$ cat src/rtl/id_ex_stage.sv
// ---------------------------------------------------------------------------
// id_ex_stage
//
// ID/EX pipeline register for the 5-stage RV64 pipeline. It sits downstream
// of Reg_file and:
//   - captures the decoded fields and the Rs1_data/Rs2_data read ports,
//   - resolves RAW hazards by forwarding from EX/MEM/WB,
//   - detects load-use hazards and stalls the front end,
//   - inserts bubbles on stall or branch flush,
//   - counts stall cycles in a saturating counter.
//
// Ports
//   clk, reset                  rising-edge clock, synchronous active-high reset
//   id_*                        decode slot: valid, rs1/rs2 index + used flags,
//                               rd index + write enable, load flag, ALU op,
//                               immediate, PC
//   rs1_data, rs2_data          Reg_file read data for id_rs1_addr/id_rs2_addr
//   ex_result                   ALU output of the instruction now in EX
//   mem_rd_addr/wen, mem_result MEM-stage destination and value
//   wb_rd_addr/wen, wb_data     WB-stage destination and value
//   flush                       kill the decode slot (branch taken/mispredict)
//   stall                       combinational: hold PC and IF/ID this cycle
//   ex_*                        registered EX-slot contents (operands forwarded)
//   stall_count                 stall cycles since reset, saturates at all-ones
// ---------------------------------------------------------------------------
module id_ex_stage #(
  parameter int unsigned XLEN  = 64,
  parameter int unsigned CNT_W = 32
) (
  input  logic             clk,
  input  logic             reset,
  input  logic             id_valid,
  input  logic [4:0]       id_rs1_addr,
  input  logic [4:0]       id_rs2_addr,
  input  logic             id_rs1_used,
  input  logic             id_rs2_used,
  input  logic [4:0]       id_rd_addr,
  input  logic             id_rd_wen,
  input  logic             id_is_load,
  input  logic [3:0]       id_alu_ctrl,
  input  logic [XLEN-1:0]  id_imm,
  input  logic [XLEN-1:0]  id_pc,
  input  logic [XLEN-1:0]  rs1_data,
  input  logic [XLEN-1:0]  rs2_data,
  input  logic [XLEN-1:0]  ex_result,
  input  logic [4:0]       mem_rd_addr,
  input  logic             mem_rd_wen,
  input  logic [XLEN-1:0]  mem_result,
  input  logic [4:0]       wb_rd_addr,
  input  logic             wb_rd_wen,
  input  logic [XLEN-1:0]  wb_data,
  input  logic             flush,
  output logic             stall,
  output logic             ex_valid,
  output logic [XLEN-1:0]  ex_rs1_val,
  output logic [XLEN-1:0]  ex_rs2_val,
  output logic [XLEN-1:0]  ex_imm,
  output logic [XLEN-1:0]  ex_pc,
  output logic [4:0]       ex_rd_addr,
  output logic             ex_rd_wen,
  output logic             ex_is_load,
  output logic [3:0]       ex_alu_ctrl,
  output logic [CNT_W-1:0] stall_count
);

  // EX-slot registers
  logic             r_valid;
  logic [XLEN-1:0]  r_rs1_val;
  logic [XLEN-1:0]  r_rs2_val;
  logic [XLEN-1:0]  r_imm;
  logic [XLEN-1:0]  r_pc;
  logic [4:0]       r_rd_addr;
  logic             r_rd_wen;
  logic             r_is_load;
  logic [3:0]       r_alu_ctrl;
  logic [CNT_W-1:0] r_stall_count;

  logic             w_hz;
  logic             w_stall;
  logic [XLEN-1:0]  w_rs1_fwd;
  logic [XLEN-1:0]  w_rs2_fwd;

  // Operand select, first match wins. x0 reads as zero regardless of what
  // any stage claims to write to it. A load in EX has no result yet, so it
  // is skipped here; the hazard logic stalls instead.
  function automatic logic [XLEN-1:0] fwd_sel(
    input logic [4:0]      addr,
    input logic [XLEN-1:0] rf_data,
    input logic            ex_v,
    input logic            ex_w,
    input logic            ex_ld,
    input logic [4:0]      ex_rd,
    input logic [XLEN-1:0] ex_res,
    input logic            m_w,
    input logic [4:0]      m_rd,
    input logic [XLEN-1:0] m_res,
    input logic            w_w,
    input logic [4:0]      w_rd,
    input logic [XLEN-1:0] w_dat
  );
    logic [XLEN-1:0] v;
    v = rf_data;
    if (addr == 5'd0)                                  v = '0;
    else if (ex_v && ex_w && !ex_ld && ex_rd == addr)  v = ex_res;
    else if (m_w && m_rd == addr)                      v = m_res;
    else if (w_w && w_rd == addr)                      v = w_dat;
    return v;
  endfunction

  always_comb begin
    w_rs1_fwd = fwd_sel(id_rs1_addr, rs1_data, r_valid, r_rd_wen, r_is_load,
                        r_rd_addr, ex_result, mem_rd_wen, mem_rd_addr,
                        mem_result, wb_rd_wen, wb_rd_addr, wb_data);
    w_rs2_fwd = fwd_sel(id_rs2_addr, rs2_data, r_valid, r_rd_wen, r_is_load,
                        r_rd_addr, ex_result, mem_rd_wen, mem_rd_addr,
                        mem_result, wb_rd_wen, wb_rd_addr, wb_data);
  end

  // Load-use: the consumer needs a value the load in EX has not produced yet.
  always_comb begin
    w_hz = id_valid && r_valid && r_is_load && r_rd_wen && (r_rd_addr != 5'd0)
           && ((id_rs1_used && id_rs1_addr == r_rd_addr) ||
               (id_rs2_used && id_rs2_addr == r_rd_addr));
    // A flush kills the consumer, so there is nothing to wait for.
    w_stall = w_hz && !flush;
  end

  always_ff @(posedge clk) begin
    if (reset) begin
      r_valid       <= 1'b0;
      r_rs1_val     <= '0;
      r_rs2_val     <= '0;
      r_imm         <= '0;
      r_pc          <= '0;
      r_rd_addr     <= '0;
      r_rd_wen      <= 1'b0;
      r_is_load     <= 1'b0;
      r_alu_ctrl    <= '0;
      r_stall_count <= '0;
    end else if (flush || w_stall || !id_valid) begin
      // Bubble: every EX field cleared, not just the control bits.
      r_valid    <= 1'b0;
      r_rs1_val  <= '0;
      r_rs2_val  <= '0;
      r_imm      <= '0;
      r_pc       <= '0;
      r_rd_addr  <= '0;
      r_rd_wen   <= 1'b0;
      r_is_load  <= 1'b0;
      r_alu_ctrl <= '0;
      if (w_stall && (r_stall_count != '1))
        r_stall_count <= r_stall_count + CNT_W'(1);
    end else begin
      r_valid    <= 1'b1;
      r_rs1_val  <= w_rs1_fwd;
      r_rs2_val  <= w_rs2_fwd;
      r_imm      <= id_imm;
      r_pc       <= id_pc;
      r_rd_addr  <= id_rd_addr;
      r_rd_wen   <= id_rd_wen;
      r_is_load  <= id_is_load;
      r_alu_ctrl <= id_alu_ctrl;
    end
  end

  assign stall       = w_stall;
  assign ex_valid    = r_valid;
  assign ex_rs1_val  = r_rs1_val;
  assign ex_rs2_val  = r_rs2_val;
  assign ex_imm      = r_imm;
  assign ex_pc       = r_pc;
  assign ex_rd_addr  = r_rd_addr;
  assign ex_rd_wen   = r_rd_wen;
  assign ex_is_load  = r_is_load;
  assign ex_alu_ctrl = r_alu_ctrl;
  assign stall_count = r_stall_count;

endmodule

$ cat config.mk
export PLATFORM = sky130hd
export DESIGN_NAME = id_ex_stage
export DESIGN_NICKNAME = d
export VERILOG_FILES = /design/src/rtl/id_ex_stage.sv
export SDC_FILE = /design/constraint.sdc
export NUM_CORES = 1
export LEC_CHECK = 0
export ABC_AREA = 1
export BUFFER_PORTS_ARGS = -buffer_cell sky130_fd_sc_hd__buf_2
export CAP_MARGIN = 0
export CORE_AREA = 2 2 305 307
export CTS_CLUSTER_DIAMETER = 150
export DETAILED_ROUTE_END_ITERATION = 10
export DIE_AREA = 0 0 307 309
export PLACE_DENSITY_LB_ADDON = 0.05
export SYNTH_ARGS = -nofsm -noshare
export SYNTH_HDL_FRONTEND = slang
export SYNTH_SLANG_ARGS = --single-unit
$ cat constraint.sdc
create_clock -name clk -period 2.9 [get_ports clk]
set_clock_uncertainty 0.2 [all_clocks]
set_input_delay 0.145 -clock clk [delete_from_list [all_inputs] [get_ports clk]]
set_output_delay 0.145 -clock clk [all_outputs]
set_load 0.02 [all_outputs]
# After elaboration in Yosys (flattened, before gate mapping)
# Cells that the tools add are included.
# W data, S select, Z words.
[totals]
out_inout_bits = 301
wordCells = 57
regBits = 300
input_bits = 487
[op_classes]
reduce_logical = 30
n_mux = 7
eq_ne = 9
addsub = 1
[op_table]
columns = ["operator", "count"]
rows = [
  ["$mux W64", 6],
  ["$eq A5 B5 Y1", 8],
  ["$add A32 B1 Y32 const B", 1],
  ["$ne A32 B32 Y1 const B", 1],
  ["$logic_and A1 B1 Y1", 17],
  ["$logic_not A5 Y1", 2],
  ["$reduce_or A3 Y1", 2],
  ["$reduce_bool A5 Y1", 1],
  ["$logic_not A1 Y1", 3],
  ["$logic_or A1 B1 Y1", 3],
  ["$reduce_and A2 Y1", 1],
  ["$reduce_or A2 Y1", 1],
  ["$mux W1", 1],
]

# Depth between registers and ports, before layout
# Gate-level depths: netlist (run 1).
[logic_depth]
depth_word = 9
ltp_mapped = 12

# Worst setup path after synthesis (run 1)
# Ideal clock, no wire load.
[synth_timing]
path_kind = "reg-to-reg"
start = "reg r_stall_count[1] (netlist: stall_count[1])"
end = "reg r_stall_count[2] (netlist: stall_count[2])"
path_buffers = 1
period_less_slack_ns = 2.069
setup_slack_ns = 0.831
stages_incl_launch_ff = 12
arrival_ns = 1.737
setup_ns = 0.132
cell_sequence = "dfxtp_1 ha_1 nand3_2 nor2_4 nand2_2 nor2_4 nand2_2 inv_1 nor2_4 buf_2 nand2_1 a21oi_1"
[synth_via]
elab_chain_len = 3
word_cells_on_any_way = 4
cone_classes = "add/sub: 1; eq/ne: 1; reduce/logical: 2"
[synth_lines]
columns = ["item", "line_no", "source"]
rows = [
  ["start: declaration", "76", "logic [CNT_W-1:0] r_stall_count;"],
  ["start signal: assignment", "152", "r_stall_count <= r_stall_count + CNT_W'(1);"],
  ["parallel branches: the longest is 3 deep, another holds $add A32 B1 Y32", "--", ""],
]
# Parallel ways; which one is timed is not known.
# A chain may end at the register's enable or synchronous reset.

# Worst setup path in the final report (run 1)
[layout_timing]
start = "in id_rs2_addr[4]"
end = "reg r_rs2_val[2] (netlist: ex_rs2_val[2])"
[layout_via]
elab_chain_len = 8
word_cells_on_any_way = 18
cone_classes = "eq/ne: 4; mux: 3; reduce/logical: 11"
[layout_lines]
columns = ["item", "line_no", "source"]
rows = [
  ["start: declaration", "34", "input logic [4:0] id_rs2_addr,"],
  ["$eq A5 B5 Y1", "104, 123", ""],
  ["$logic_and A1 B1 Y1", "123", "(id_rs2_used && id_rs2_addr == r_rd_addr));"],
  ["$logic_or A1 B1 Y1", "122", "&& ((id_rs1_used && id_rs1_addr == r_rd_addr) ||"],
  ["$logic_and A1 B1 Y1", "122", ""],
  ["$logic_and A1 B1 Y1", "125", "w_stall = w_hz && !flush;"],
  ["$logic_or A1 B1 Y1 (2 in series)", "140", "end else if (flush || w_stall || !id_valid) begin"],
  ["$reduce_or A3 Y1 (no source line)", "--", ""],
  ["end signal: assignment", "156", "r_rs2_val <= w_rs2_fwd;"],
  ["end: declaration", "69", "logic [XLEN-1:0] r_rs2_val;"],
]
# Several ways; a longest one is shown, not always the timed one.

==> results by group, run 1 <==
Power
  – Gate power share: 0.184
  – Sw power: 3.39 mW
  – Sw Ratio: 0.280
  – Internal Power: 8.71 mW
  – Pleak: roughly 15 nW
  – PwrDens: roughly 440 nW/µm²
  – Clock power frac: 0.464
  – Peak VDD IR: between 300 and 400 µV
  – Total power: 12.1 mW
  – Part of the power in registers: 0.352

Run status
  – Outcome: completed

Placement
  – Placer Congestion: between 0.8 and 0.9
  – Dpl ws: 494 ps
  – DPL Wire Length: between 60 and 70 mm
  – Post-DP Area: approximately 21,000 µm²
  – Port bufs: 787

Critical path
  – Required time of the critical path: about 3200 ps
  – Critical path endpoint: ex_rs2_val[2]
  – Start of the worst register-to-register path: ex_rd_addr[3]
  – Crit-path leading delay family: buffers and inverters
  – CP max stage delay: 620 ps
  – RR Endpoint: ex_rs2_val[5]
  – FF-to-FF path depth: 12
  – Slowest-stage cell, CP: buf_4
  – CP max FO: 45
  – Critical Path AT: 3020 ps
  – Worst setup path startpoint: id_rs2_addr[4]
  – Worst Setup Start Kind: primary input
  – Worst path cell trace: buf_2, xor2_1, a21oi_4, buf_4, nand4_1, nand3_1, dlygate4sd3_1, nand2_1, dlygate4sd3_1, nand2_1, nor2_1
  – Number of cells on the critical path: 11
  – Setup CP Type: primary input to register
  – Type of destination of the critical path: register
  – Reg2reg setup slack: 170 ps
  – WP buf/inv: 4

Detailed routing
  – Post-route ant nets: 0
  – Avg WL per Cell: approximately 19 µm
  – Via count: ~21,000
  – Final WL: between 90 and 100 mm
  – DRT iter0 DRCs: 1,078
  – DRC: 0
  – Via/cell ratio: around 4.1
  – DRT Pass-1 Iters: 6

Timing
  – Fin worst setup slack: around 170 ps
  – Worst slew pin tran: between 800 and 900 ps
  – Final count of hold timing violations: 0
  – Achievable clock frequency: roughly 0.37 GHz
  – Period utilization: 0.942
  – Final slew viol count: 0
  – Rel. slew slack: 0.438
  – Setup TNS: 0 ps
  – Final setup viols: 0
  – RSZ-0062 raised after global routing: no
  – Minimum clock period: 2730 ps

Synth
  – Count of warnings emitted by yosys: 0
  – Synthesized cell area: between 15,000 and 20,000 µm²
  – Share of synthesized cell area in full adder, half adder and majority cells: 0.000800
  – Post-synthesis xor/xnor area fraction: 0.0185
  – Synth Area in Compound Gates: 0.0182
  – Synth Area in Simple Gates: 0.410
  – Synth area leaders: dfxtp_1, nand2_1, nor2_1
  – Post-synthesis sequential area ratio: 0.384
  – Largest family of logic cells by synthesized area: simple AND/OR/NAND/NOR gates
  – Synth unique cells: 31
  – Count of state elements after synthesis: 300
  – Synth Net Count: 3,052
  – Synth area leader: dfxtp_1
  – Synth top area share: 0.384
  – Post-Syn Area per Cell: around 6 µm²
  – Syn Inst Count: about 2,600
  – Post-synthesis mux area share: 0

GRT
  – Vias in the first global route: between 20,000 and 25,000
  – Global route overflow: 0
  – Initial antenna violation count: 32
  – Largest net degree at the start of global routing: 94
  – Tot GR Track Use: 0.187
  – First-pass GRT wire length: ~130 mm

Finish
  – Syn-to-layout area delta: 77.8%
  – Design area: around 28,000 µm²
  – Most common cell after layout, fill and taps aside: buf_2
  – Fillers: roughly 10,000
  – Nets: ~4,300
  – Multi-input gate area: slightly above 7000 µm²
  – Share of layout cells above drive strength 1: 0.247
  – Core Util, Final: 0.304
  – Seq. cell area: between 6000 and 7000 µm²
  – Commonest non-fill, non-tap cells in the layout: buf_2, nand2_1, nor2_1

Clock tree
  – H-tree depth: 2
  – CTS max path bufs: 3
  – Clock slew at reported path FFs: 60 ps
  – Worst skew pair latency: a little under 600 ps
  – Clock sink count: 300
  – CTS tree: done
  – Inserted Clock Buffers: 43
  – Clk root buf: clkbuf_16

Floorplan
  – FP Rows: 111
  – Die area: around 95,000 µm²
  – Io pins: approximately 790
  – Chip height: 309 µm
  – Core Box Area: 91,400 µm²
  – Die X: ~310 µm
  – Initial Util: 0.171

Run
  – Max capacitance violation total: 0

Hold path
  – Worst min path class: primary input to register
==> worst min path at each step <==
stage                         from             end  slack [ps]  cells after the start
floorplan           id_alu_ctrl[0]  ex_alu_ctrl[0]          60                      2
global placement          id_pc[6]        ex_pc[6]         160                      3
detailed placement        id_pc[0]        ex_pc[0]         160                      3
CTS                      id_imm[5]       ex_imm[5]          30                      4
global route           id_rs1_used        ex_valid          60                      6
finish                 id_rs1_used        ex_valid          30                      6
==> flip-flops by register name, summed over array words and instances (netlist names) <==
register     count
ex_rd_addr       5
ex_rs2_val      64
ex_rd_wen        1
ex_valid         1
ex_imm          64
ex_is_load       1
stall_count     32
ex_rs1_val      64
ex_pc           64
ex_alu_ctrl      4
==> routing by layer <==
layer | GRT usage | up-vias | wire length (µm)
met5 | 0 | - | 113
met4 | 0.0467 | 18 | 2280
met3 | 0.0480 | 154 | 6400
met2 | 0.349 | 728 | 49500
met1 | 0.209 | 9785 | 38400
li1 | - | 10100 | -
==> Yosys cell counts, drive strengths merged <==
cell and number:
o22ai 8, xor2 21, o21ai 6, xnor2 12
buf 115, a22o 1, nor3b 2, a21oi 39
clkbuf 32, nand3b 1, nor3 18, nor2 563
nand2 662, ha 1, nand4 139, dfxtp 300
nand3 146, inv 498
==> kinds of logic after synthesis <==
kind of cell / after synthesis
xor gates and xnor gates: 33
and+or+nand+nor: 1531
adders and majority gates: 1
buffers and inverters: 645
DFF: 300
AOI/OAI and AO/OA: 54
==> worst min-delay path, stage by stage <==
cell and delay (ps):
buf_2 80, nand4_1 100, nand2_2 140, nand2_1 110
nand4_4 100, inv_2 80
==> power by group through the flow <==
stage / registers, mW / clock network, mW / logic (mW)
floorplan: 4.48 / 0 / 0.630
global placement: 4.36 / 0 / 1.61
detailed placement: 4.35 / 0 / 1.60
CTS: 4.27 / 5.85 / 2.21
global route: 4.27 / 6.00 / 2.42
finish: 4.26 / 5.62 / 2.22
==> stage by stage <==
step / hold slack (ps) / cells
6_report: 34.5 / 5042
5_1_grt: 63.4 / 5039
4_1_cts: 33.5 / 5017
3_5_place_dp: 162 / 4428
3_3_place_gp: 158 / 4428
2_1_floorplan: 57.2 / 2564
==> what timing repair did <==
item                                    4_1_cts  5_1_grt
endpoints found under the setup margin        0      107
hold buffers                                510        1
endpoints found under the hold margin       300        1
resized for setup                             0       15
setup buffers                                 0        3
==> area by class of cell <==
cell class	count	area share
Timing Repair Buffer	1347	0.352
Clock inverter	17	0.00778
Sequential cell	300	0.216
Multi-Input combinational cell	1619	0.257
Clock buffer	62	0.0460
Antenna cell	13	0.00117
Inverter	498	0.0672
Tap cell	1186	0.0534
No activity file was read; power rests on OpenSTA's default activity.
==> run 2, diff against run 1 <==
CORE_AREA = 2 2 311 313   (was 2 2 305 307)
CTS_BUF_LIST = sky130_fd_sc_hd__clkbuf_4 sky130_fd_sc_hd__clkbuf_8   (was default)
DIE_AREA = 0 0 313 315   (was 0 0 307 309)
==> results by group, run 2 (same netlist as run 1, synthesis figures left out) <==
Placement
  – DPL Wire Length: 67.4 mm (+0.82%)
  – Placer Congestion: 0.822 (-4.2%)
  – Port bufs: 787 (unchanged)
  – Post-DP Area: 21,000 µm² (+0.44%)

Critical path
  – FF-to-FF path depth: 11 (-1)
  – Critical Path AT: 3130 ps (+110 ps)
  – Type of destination of the critical path: register
  – Required time of the critical path: 3260 ps (+70 ps)
  – Worst Setup Start Kind: register
  – Reg2reg setup slack: 130 ps (-40 ps)
  – RR Endpoint: ex_pc[39]
  – Critical path endpoint: ex_pc[39]
  – Start of the worst register-to-register path: ex_rd_addr[1]
  – Setup CP Type: register to register
  – Worst setup path startpoint: ex_rd_addr[1]
  – CP max FO: 115 (+160%)

Clock tree
  – H-tree depth: 3 (+1)
  – CTS max path bufs: 3 (unchanged)
  – Inserted Clock Buffers: 68 (+58%)
  – Worst skew pair latency: 680 ps (+90 ps)
  – Clock sink count: 300 (unchanged)
  – Clk root buf: clkbuf_8
  – Clock slew at reported path FFs: 60 ps (about the same)
  – CTS tree: done

Detailed routing
  – DRT iter0 DRCs: 928 (-14%)
  – Via count: 21,500 (+3.5%)
  – Final WL: 98.4 mm (+1.9%)
  – Post-route ant nets: 0 (unchanged)
  – Via/cell ratio: 4.04 (-2.1%)
  – Avg WL per Cell: 18.5 µm (-3.7%)
  – DRT Pass-1 Iters: 5 (-1)
  – DRC: 0 (unchanged)

Timing
  – RSZ-0062 raised after global routing: no
  – Final count of hold timing violations: 0 (unchanged)
  – Final slew viol count: 0 (unchanged)
  – Minimum clock period: 2770 ps (+40.1 ps)
  – Achievable clock frequency: 0.361 GHz (-1.4%)
  – Period utilization: 0.956 (+0.0138)
  – Worst slew pin tran: 738 ps (-105 ps)
  – Setup TNS: 0 ps (unchanged)
  – Rel. slew slack: 0.508 (+0.0701)
  – Final setup viols: 0 (unchanged)

Floorplan
  – Core Box Area: 95,700 µm² (+4.7%)
  – Chip height: 315 µm (+1.9%)
  – Die area: 98,600 µm² (+3.9%)
  – Initial Util: 0.163 (-0.00773)
  – FP Rows: 114 (+2.7%)
  – Die X: 313 µm (+2.0%)
  – Io pins: 788 (unchanged)

Power
  – PwrDens: 401 nW/µm² (-7.9%)
  – Peak VDD IR: 271 µV (-21%)
  – Pleak: 16.2 nW (+4.8%)

GRT
  – Vias in the first global route: 22,700 (+5.8%)
  – Initial antenna violation count: 35 (+9.4%)
  – Tot GR Track Use: 0.189 (+0.00183)
  – Largest net degree at the start of global routing: 116 (+23%)
  – Global route overflow: 0 (unchanged)
  – First-pass GRT wire length: 140 mm (+4.8%)

Finish
  – Share of layout cells above drive strength 1: 0.244 (-0.00281)
  – Most common cell after layout, fill and taps aside: buf_2
  – Multi-input gate area: 7140 µm² (about the same)
  – Nets: 4,484 (+4.4%)
  – Syn-to-layout area delta: 88.0%
  – Seq. cell area: 6010 µm² (about the same)
  – Core Util, Final: 0.307 (+0.00289)
  – Fillers: 10,800 (+3.7%)
  – Design area: 29,400 µm² (+5.7%)
  – Commonest non-fill, non-tap cells in the layout: buf_2, dlygate4sd3_1, nand2_1

Hold path
  – Worst min path class: primary input to register
  – Hold path cells: 4 (-2)

Run status
  – Outcome: completed

Run
  – Max capacitance violation total: 0 (unchanged)
## run 2: cell count changes in the layout (fill, tap and decap cells not counted), moves of 3 or more
cell / before / now
clkbuf_16: 50 / 2
dlygate4sd3_1: 510 / 678
clkbuf_8: 11 / 87
clkbuf_4: 0 / 14
clkbuf_1: 7 / 0
bufinv_16: 4 / 1
diode_2: 13 / 17
clkinv_4: 3 / 0
## run 2: area by class of cell
class                   instances  area share
diodes                         17     0.00145
inverters                     498      0.0636
flip-flops and latches        300       0.204
clock inverters                12     0.00345
multi-input cells            1619       0.243
clock buffers                 101      0.0443
well taps                    1276      0.0543
repair buffers               1509       0.386
## run 2: per-stage QoR
step | instances | power, mW | hold slack (ps) | worst slack (ps)
global placement | 4517 | 5.97 | 159 | 534
finish | 5332 | 11.8 | 88.8 | 129
floorplan | 2564 | 5.11 | 57.2 | 831
CTS | 5309 | 12.0 | 1.04 | 16.8
global route | 5332 | 12.4 | 23.4 | 2.66
detailed placement | 4517 | 5.96 | 163 | 518
## run 2: per-layer routing
| layer | global-route usage | wire [µm] |
|---|---|---|
| met5 | 0 | 149 |
| met4 | 0.0696 | 2530 |
| met3 | 0.0539 | 6510 |
| met2 | 0.335 | 49700 |
| met1 | 0.214 | 39500 |
## run 2: critical path, cell delays in order, from the launching register on
cell           delay [ps]
dfxtp_1               370
inv_1                  90
nand2_1                60
nand2_1                40
nor2_1                190
nand4_1               130
nand2_2               130
nand2_1               100
nand4_4               110
buf_16                290
nor2_1                100
dlygate4sd3_1         600
## run 2: power by group
| part | total [mW] | switching, mW | internal [mW] |
|---|---|---|---|
| sequential | 4.27 | 0.0377 | 4.23 |
| clock | 5.15 | 2.21 | 2.94 |
| combinational | 2.37 | 1.19 | 1.18 |
## run 2: repair_timing
action                                 4_1_cts  5_1_grt
setup buffers                                0        3
setup endpoints to repair                    0      129
hold buffers                               679        0
gates resized for setup                      0       23
endpoints found under the hold margin      300        0
## run 2: how the worst min path moves through the flow
stage	from	endpoint
after floorplan	id_alu_ctrl[0]	ex_alu_ctrl[0]
after global placement	id_pc[5]	ex_pc[5]
after detailed placement	id_imm[6]	ex_imm[6]
after CTS	id_rd_addr[0]	ex_rd_addr[0]
after global routing	id_pc[32]	ex_pc[32]
final	id_rd_addr[0]	ex_rd_addr[0]
